$ cat config.mk
export PLATFORM = sky130hd
export DESIGN_NAME = store_buffer
export DESIGN_NICKNAME = d
export VERILOG_FILES = /design/src/rtl/store_buffer.sv
export SDC_FILE = /design/constraint.sdc
export NUM_CORES = 1
export LEC_CHECK = 0
export ABC_CLOCK_PERIOD_IN_PS = 5200
export CAP_MARGIN = 15
export CORE_MARGIN = 2
export CORE_UTILIZATION = 50
export CTS_CLUSTER_DIAMETER = 150
export DETAILED_ROUTE_END_ITERATION = 6
export PLACE_DENSITY = 0.75
export SYNTH_ARGS = -nofsm -noshare
export SYNTH_HDL_FRONTEND = slang
export SYNTH_SLANG_ARGS = --single-unit
export TNS_END_PERCENT = 100
$ cat constraint.sdc
create_clock -name clk_i -period 5.2 [get_ports clk_i]
set_input_delay 1.04 -clock clk_i [delete_from_list [all_inputs] [get_ports clk_i]]
set_output_delay 1.04 -clock clk_i [all_outputs]
set_load 0.005 [all_outputs]
$ cat src/rtl/store_buffer.sv
// Write-side store buffer: queues core stores and drains them in order to the memory
// controller, holding each head entry steady for the controller's two-cycle write.
module store_buffer #(
  parameter int DEPTH = 4
) (
  input  logic                       clk_i,
  input  logic                       rst_i,
  input  logic                       st_valid_i,
  output logic                       st_ready_o,
  input  logic [1:0]                 st_acc_i,
  input  logic [31:0]                st_addr_i,
  input  logic [31:0]                st_data_i,
  output logic                       st_misalign_o,
  input  logic                       ld_valid_i,
  input  logic [31:0]                ld_addr_i,
  output logic                       ld_block_o,
  output logic                       wr_en_o,
  output logic [1:0]                 acc_w_o,
  output logic [31:0]                addr_w_o,
  output logic [31:0]                data_w_o,
  input  logic                       wr_ready_i,
  output logic                       empty_o,
  output logic [$clog2(DEPTH):0]     count_o
);

  localparam int PW = $clog2(DEPTH);
  localparam int CW = PW + 1;

  localparam logic [1:0] MEM_ACCESS_BYTE     = 2'b00;
  localparam logic [1:0] MEM_ACCESS_HALFWORD = 2'b01;
  localparam logic [1:0] MEM_ACCESS_WORD     = 2'b10;

  typedef enum logic {ISSUE, COMMIT} state_t;

  state_t        state_reg;
  logic [PW-1:0] head_reg;
  logic [PW-1:0] tail_reg;
  logic [CW-1:0] count_reg;
  logic [CW-1:0] count_next;
  logic          misalign_reg;

  logic [1:0]    acc_mem  [DEPTH];
  logic [31:0]   addr_mem [DEPTH];
  logic [31:0]   data_mem [DEPTH];

  logic             empty;
  logic             misaligned;
  logic             push;
  logic             pop;
  logic [DEPTH-1:0] hit;
  logic             ld_addr_unused;

  assign empty      = (count_reg == '0);
  assign st_ready_o = (count_reg != CW'(DEPTH));
  assign misaligned = ((st_acc_i == MEM_ACCESS_HALFWORD) && st_addr_i[0]) ||
                      ((st_acc_i == MEM_ACCESS_WORD) && (st_addr_i[1:0] != 2'b00));
  assign push       = st_valid_i && st_ready_o && !misaligned;
  assign pop        = (state_reg == COMMIT);
  assign count_next = count_reg + CW'(push) - CW'(pop);

  assign wr_en_o  = (state_reg == ISSUE) && !empty;
  assign acc_w_o  = empty ? 2'b00 : acc_mem[head_reg];
  assign addr_w_o = empty ? 32'h0 : addr_mem[head_reg];
  assign data_w_o = empty ? 32'h0 : data_mem[head_reg];

  assign empty_o       = empty;
  assign count_o       = count_reg;
  assign st_misalign_o = misalign_reg;

  // An entry is live when its distance from head is below count; this covers the head in COMMIT.
  generate
    for (genvar gi = 0; gi < DEPTH; gi++) begin : g_match
      logic [PW-1:0] offset;
      assign offset  = PW'(gi) - head_reg;
      assign hit[gi] = ({1'b0, offset} < count_reg) &&
                       (addr_mem[gi][31:2] == ld_addr_i[31:2]);
    end
  endgenerate

  // Loads compare at word granularity only.
  assign ld_addr_unused = ^ld_addr_i[1:0];
  assign ld_block_o     = ld_valid_i && (wr_en_o || pop || (|hit));

  always_ff @(posedge clk_i) begin
    if (push) begin
      acc_mem[tail_reg]  <= st_acc_i;
      addr_mem[tail_reg] <= st_addr_i;
      data_mem[tail_reg] <= st_data_i;
    end
  end

  always_ff @(posedge clk_i or posedge rst_i) begin
    if (rst_i) begin
      state_reg    <= ISSUE;
      head_reg     <= '0;
      tail_reg     <= '0;
      count_reg    <= '0;
      misalign_reg <= 1'b0;
    end else begin
      misalign_reg <= st_valid_i && st_ready_o && misaligned;
      count_reg    <= count_next;
      if (push) tail_reg <= tail_reg + 1'b1;
      case (state_reg)
        ISSUE: begin
          if (wr_en_o && wr_ready_i) state_reg <= COMMIT;
        end
        COMMIT: begin
          head_reg  <= head_reg + 1'b1;
          state_reg <= ISSUE;
        end
        default: state_reg <= ISSUE;
      endcase
    end
  end

endmodule

After elaboration in Yosys (flattened, before gate mapping)

Memories as Yosys holds them, arrays and structs flattened.
Index checks and enable logic that the tools add are counted.

Register bits after elaboration: 9
Memory bits (writable): 264
Bits of input ports: 103
Output and inout port bits: 74
Word-level logic and storage cells: 55
Memories: 3

Add/sub/neg operators: 8
Magnitude comparators: 4
Eq/ne operators: 7
Multiplexer cells: 7
Bitwise operators: 1
Reduce and logical (&&, ||, !) cells: 20

Memories:

| memory   | depth | width | read ports | clocked after Yosys merged registers in | wr ports | RTL line | text |
|---|---|---|---|---|---|---|---|
| addr_mem | 4     | 32    | 5          | 0                                       | 1        | 43       | `logic [31:0] addr_mem [DEPTH];` |
| data_mem | 4     | 32    | 1          | 0                                       | 1        | 44       | `logic [31:0] data_mem [DEPTH];` |
| acc_mem  | 4     | 2     | 1          | 0                                       | 1        | 42       | `logic [1:0] acc_mem [DEPTH];` |

Operator list:

| operator              | count |
|---|---|
| $eq A30 B30 Y1        | 4 |
| $mux W32              | 2 |
| $logic_and A1 B1 Y1   | 12 |
| $lt A2 B3 Y1          | 4 |
| $add A2 B1 Y2 const B | 2 |
| $reduce_or A4 Y1      | 1 |
| $sub A1 B2 Y2 const A | 2 |
| $sub A2 B2 Y2 const A | 2 |
| $add A3 B1 Y3         | 1 |
| $logic_not A3 Y1      | 1 |
| $logic_or A1 B1 Y1    | 3 |
| $mux W1               | 3 |
| $ne A3 B3 Y1 const B  | 1 |
| $sub A3 B1 Y3         | 1 |
| $eq A2 B1 Y1 const B  | 1 |
| $eq A2 B2 Y1 const B  | 1 |
| $logic_not A1 Y1      | 2 |
| $mux W2               | 1 |
| $pmux W1 S2           | 1 |
| $reduce_bool A2 Y1    | 1 |
| $not A1 Y1            | 1 |

Depth between registers and ports, before layout

Depth after elaboration: 7
Depth in mapped cells: 13
Depth with buffers taken out: 12

Least setup slack after synthesis

No wires, ideal clock.

Path kind: input -> register
Start point: input st_addr_i[0]
End point: memory acc_mem[0][0], enable pin
Library setup time: 0.431 ns
Data arrival time: 3.035 ns
Required time: 4.769 ns
Setup slack: 1.734 ns
Stages: 4
Buffers on the path: 0
Cell sequence: nor2_1 > o22ai_1 > nor2_2 > and2_1

Longest elaborated chain between the ends: 7
Elaborated cells on any way between the ends: 8
Those cells by class: mux: 2; reduce/logical: 6

RTL lines:

| element                           | RTL line | text |
|---|---|---|
| from (decl)                       | 11       | `input logic [31:0] st_addr_i,` |
| $reduce_bool A2 Y1                | 56       | `((st_acc_i == MEM_ACCESS_WORD) && (st_addr_i[1:0] != 2'b00));` |
| $logic_and A1 B1 Y1               | 56       |  |
| $logic_or A1 B1 Y1 (*)            | 55       | `assign misaligned = ((st_acc_i == MEM_ACCESS_HALFWORD) && st_addr_i[0]) \|\|` |
| $logic_not A1 Y1 (*)              | 57       | `assign push = st_valid_i && st_ready_o && !misaligned;` |
| $logic_and A1 B1 Y1 (*)           | 57       |  |
| $mux W1 (*)                       | 85       | `if (push) begin` |
| $mux W1 (implied by the code) (*) | 86       | `acc_mem[tail_reg] <= st_acc_i;` |
| to (decl)                         | 42       |  |

Mark *: on every way between the ends. The rest lies on a longest branch, timed or not.

Worst setup path after layout

Start point: input ld_addr_i[31]
End point: output ld_block_o

Longest elaborated chain between the ends: 5
Elaborated cells on any way between the ends: 11
Those cells by class: eq/ne: 4; reduce/logical: 7

RTL lines:

| element                 | RTL line | text |
|---|---|---|
| from (decl)             | 15       | `input logic [31:0] ld_addr_i,` |
| $eq A30 B30 Y1          | 76       | `(addr_mem[gi][31:2] == ld_addr_i[31:2]);` |
| $logic_and A1 B1 Y1     | 75       | `assign hit[gi] = ({1'b0, offset} < count_reg) &&` |
| $reduce_or A4 Y1 (*)    | 82       | `assign ld_block_o = ld_valid_i && (wr_en_o \|\| pop \|\| (\|hit));` |
| $logic_or A1 B1 Y1 (*)  | 82       |  |
| $logic_and A1 B1 Y1 (*) | 82       |  |
| to (decl)               | 16       | `output logic ld_block_o,` |

Marks and branches as above.

==> results by group <==
Status
  – Status: completed

Drt
  – Via count: 6404
  – First-pass iteration count of the detailed router: 4
  – Drt initial violations: 390
  – DR vias/cell: 5.46
  – Wire per inst: 22.6 um
  – Antenna Nets Post-Route: 0
  – Detailed Route WL: 26500 um
  – Drc violations: 0

STA
  – RSZ-0062 raised after global routing: false
  – Actual slew at the worst max-slew pin: 1.10 ns
  – Final Skew: 0.00927 ns
  – Setup TNS: 0 ns
  – Fin. max-slew vios: 0
  – # setup viols final: 0
  – Final worst-path setup slack: 0.445 ns
  – Maximum clock rate: 0.210 GHz
  – Max-slew headroom: 26.9%
  – Fin crit share: 91.4%
  – Min cycle time layout: 4.76 ns
  – Fin. Hold Viols: 0

Global routing
  – GRT Util Overall: 21.6%
  – Largest net degree at the start of global routing: 69
  – Vias in the first global route: 6948
  – Total gr overflow: 0
  – Initial antenna violation count: 0
  – First-pass GRT wire length: 40100 um

Final layout
  – Nets: 945
  – Layout area overhead: 25.1%
  – Sequential standard cell area: 0.00816 mm2
  – Layout cells sized above 1: 14.9%
  – N_diodes: 0
  – Multi-input gate area in the final layout: 0.00362 mm2
  – Regs by FF count: addr_mem x128, data_mem x128, acc_mem x8
  – FILL cells: 1703

Setup path
  – CP Launch Type: input pin
  – Worst R2R Path Depth: 12
  – Data required, critical path: 4.16 ns
  – R2r setup slk: 2.58 ns
  – Setup Crit Path Kind: input pin to output pin
  – Worst endpoint data arrival time: 3.72 ns
  – Worst R2R End: count_o[2]$_DFF_PP0_
  – Crit. End Element: output pin
  – Reg-to-reg startpoint: count_o[2]$_DFF_PP0_
  – Crit-path max FO: 4
  – Worst setup startpoint: ld_addr_i[31]

Yosys
  – Area of the mapped netlist: 0.0119 mm2
  – Mux share of post-synthesis cell area: 12.6%
  – Commonest cells post-synth: edfxtp_1, xor2_1, mux4_2, nor2b_1, nor4_1
  – Asr flop ratio synth: 3.30%
  – Leading post-synthesis cells by cell area: edfxtp_1, mux4_2, xor2_1
  – Synth Instances: 647
  – Flops & latches, synth: 273
  – Syn nets: 761
  – Syn Area/Cell: 18.4 um2
  – Post-synth top area share: 66.6%
  – Adder-Cell Fraction of Synth Area: 1.22%
  – Most common cell in the netlist: edfxtp_1
  – Compound-Gate Fraction of Synth Area: 0.798%
  – XOR/XNOR Fraction of Synth Area: 9.27%
  – Post-synth EDFFs: 264
  – Simple-Gate Fraction of Synth Area: 6.38%
  – Seq/Total Area, Yosys: 68.5%
  – Netlist cell types: 34
  – Synth warn: 0
  – Main combinational cell family by area after synthesis: multiplexers
  – Top_reg_cell synth: edfxtp_1
  – Biggest area consumer among synthesized cells: edfxtp_1

Power
  – Worst vdd ir: 325 uV
  – Switching Fraction: 28.3%
  – Sw power: 2.18 mW
  – Clock share of power: 25.1%
  – Comb pwr share: 35.4%
  – Pint: 5.52 mW
  – Static Leakage: 4.99 nW
  – PwrDens: 517 mW/mm2
  – Sequential share of power: 39.5%

Clock tree
  – Root Driver: clkbuf_16
  – Setup Buffers After CTS: 0
  – Clock Path Buffers: 3
  – Total CTS buffers: 28
  – Hold_buf cts: 0
  – Resized cells post-CTS: 0
  – Clock sink count: 273
  – H-tree levels: 1
  – Reg clk slew, reported paths: 0.06 ns
  – CTS tree: built
  – Worst skew pair latency: 0.53 ns

Floorplanning
  – Die H: 158 um
  – Top Ports: 177
  – Die area: 0.0251 mm2
  – Rows: 56
  – Core ar.: 0.0234 mm2
  – Die Wd: 158 um
  – Starting Density: 50.9%

Place
  – Worst slack, placed: 0.491 ns
  – Port Buffers: 174
  – GPL Wtd Cong: 0.849
  – HPWL after DPL: 17100 um

Hold path
  – Hold_sp: tail_reg[1]$_DFFE_PP0P_
  – Hold worst-path end: tail_reg[1]$_DFFE_PP0P_
  – Hold crit path type: register to register
  – Hold depth: 1

Flow run
  – Max Cap Viol: 0
## per-layer routing
layer | part of all wire, % | track usage [%] | wire length [um]
met2 | 50 | 37.0 | 13400
met5 | 0 | 0 | 0
met4 | 1.4 | 4.55 | 374
met1 | 39 | 28.9 | 10400
met3 | 8.8 | 4.87 | 2340
## layout make-up
type | instances | area share [%]
Clock inverter | 6 | 0.361
Sequential cell | 273 | 54.8
Timing Repair Buffer | 178 | 11.9
Inverter | 12 | 0.302
Clock buffer | 46 | 5.70
Tap cell | 319 | 2.68
Multi-Input combinational cell | 338 | 24.3
## power groups by stage
stage                     clock network, mW  registers (mW)  logic, mW
after detailed placement                  0            3.10       2.75
after global placement                    0            3.07       2.74
after CTS                              1.96            3.05       2.78
after floorplan                           0            2.95       1.54
final                                  1.93            3.04       2.73
after global routing                   2.05            3.09       2.96
## worst max path at each step
stage	endpoint	slack (ns)	cells past startpoint
2_1_floorplan	acc_mem[0][0]$_DFFE_PP_	1.73	4
3_3_place_gp	ld_block_o	0.64	7
3_5_place_dp	ld_block_o	0.49	7
4_1_cts	ld_block_o	0.46	7
5_1_grt	ld_block_o	0.34	7
6_report	ld_block_o	0.44	7
## stage by stage
stage	hold WS, ns	power (mW)	cell area (um2)	std cells	utilization, %
floorplan	0.503	4.49	11900	647	-
global route	0.591	8.10	14900	1172	63.6
detailed placement	0.552	5.84	14000	1120	59.8
finish	0.558	7.70	14900	1172	63.6
global placement	0.523	5.81	14000	1120	59.8
CTS	0.566	7.80	14900	1172	63.6
## cell families (layout without fill, tap and decap cells)
| family | count (synthesis) | after routing |
|---|---|---|
| AND/OR/NAND/NOR | 122 | 122 |
| AO/OA/AOI/OAI | 12 | 12 |
| adder cells (fa/ha/maj) | 11 | 11 |
| multiplexers | 67 | 67 |
| XOR/XNOR | 126 | 126 |
| buffers and inverters | 36 | 242 |
| flip-flops | 273 | 273 |
## critical path: stages
cell	delay [ns]
clkdlybuf4s50_1	0.52
xor2_1	0.21
nor4_1	0.59
nand4_1	0.18
a2111oi_0	0.38
o41a_1	0.28
clkdlybuf4s50_1	0.52
## placed cells by master, fill, tap and decap left out, types with 3 or more instances in the layout
cell	instances
nor4_1	22
inv_2	3
ha_1	10
clkinv_2	4
clkbuf_16	29
nand3_1	5
inv_1	9
clkbuf_8	6
clkdlybuf4s50_1	174
xnor2_1	10
a21oi_1	3
dfrtp_1	7
nor2_1	3
edfxtp_1	264
and2_4	4
xor2_1	116
mux4_2	66
buf_4	4
nand4_1	5
nor3_1	3
nor4_2	4
a2111oi_0	3
nand2_1	4
nor2b_1	66
clkbuf_1	11
Note: power is estimated with default switching activity, not from simulation.
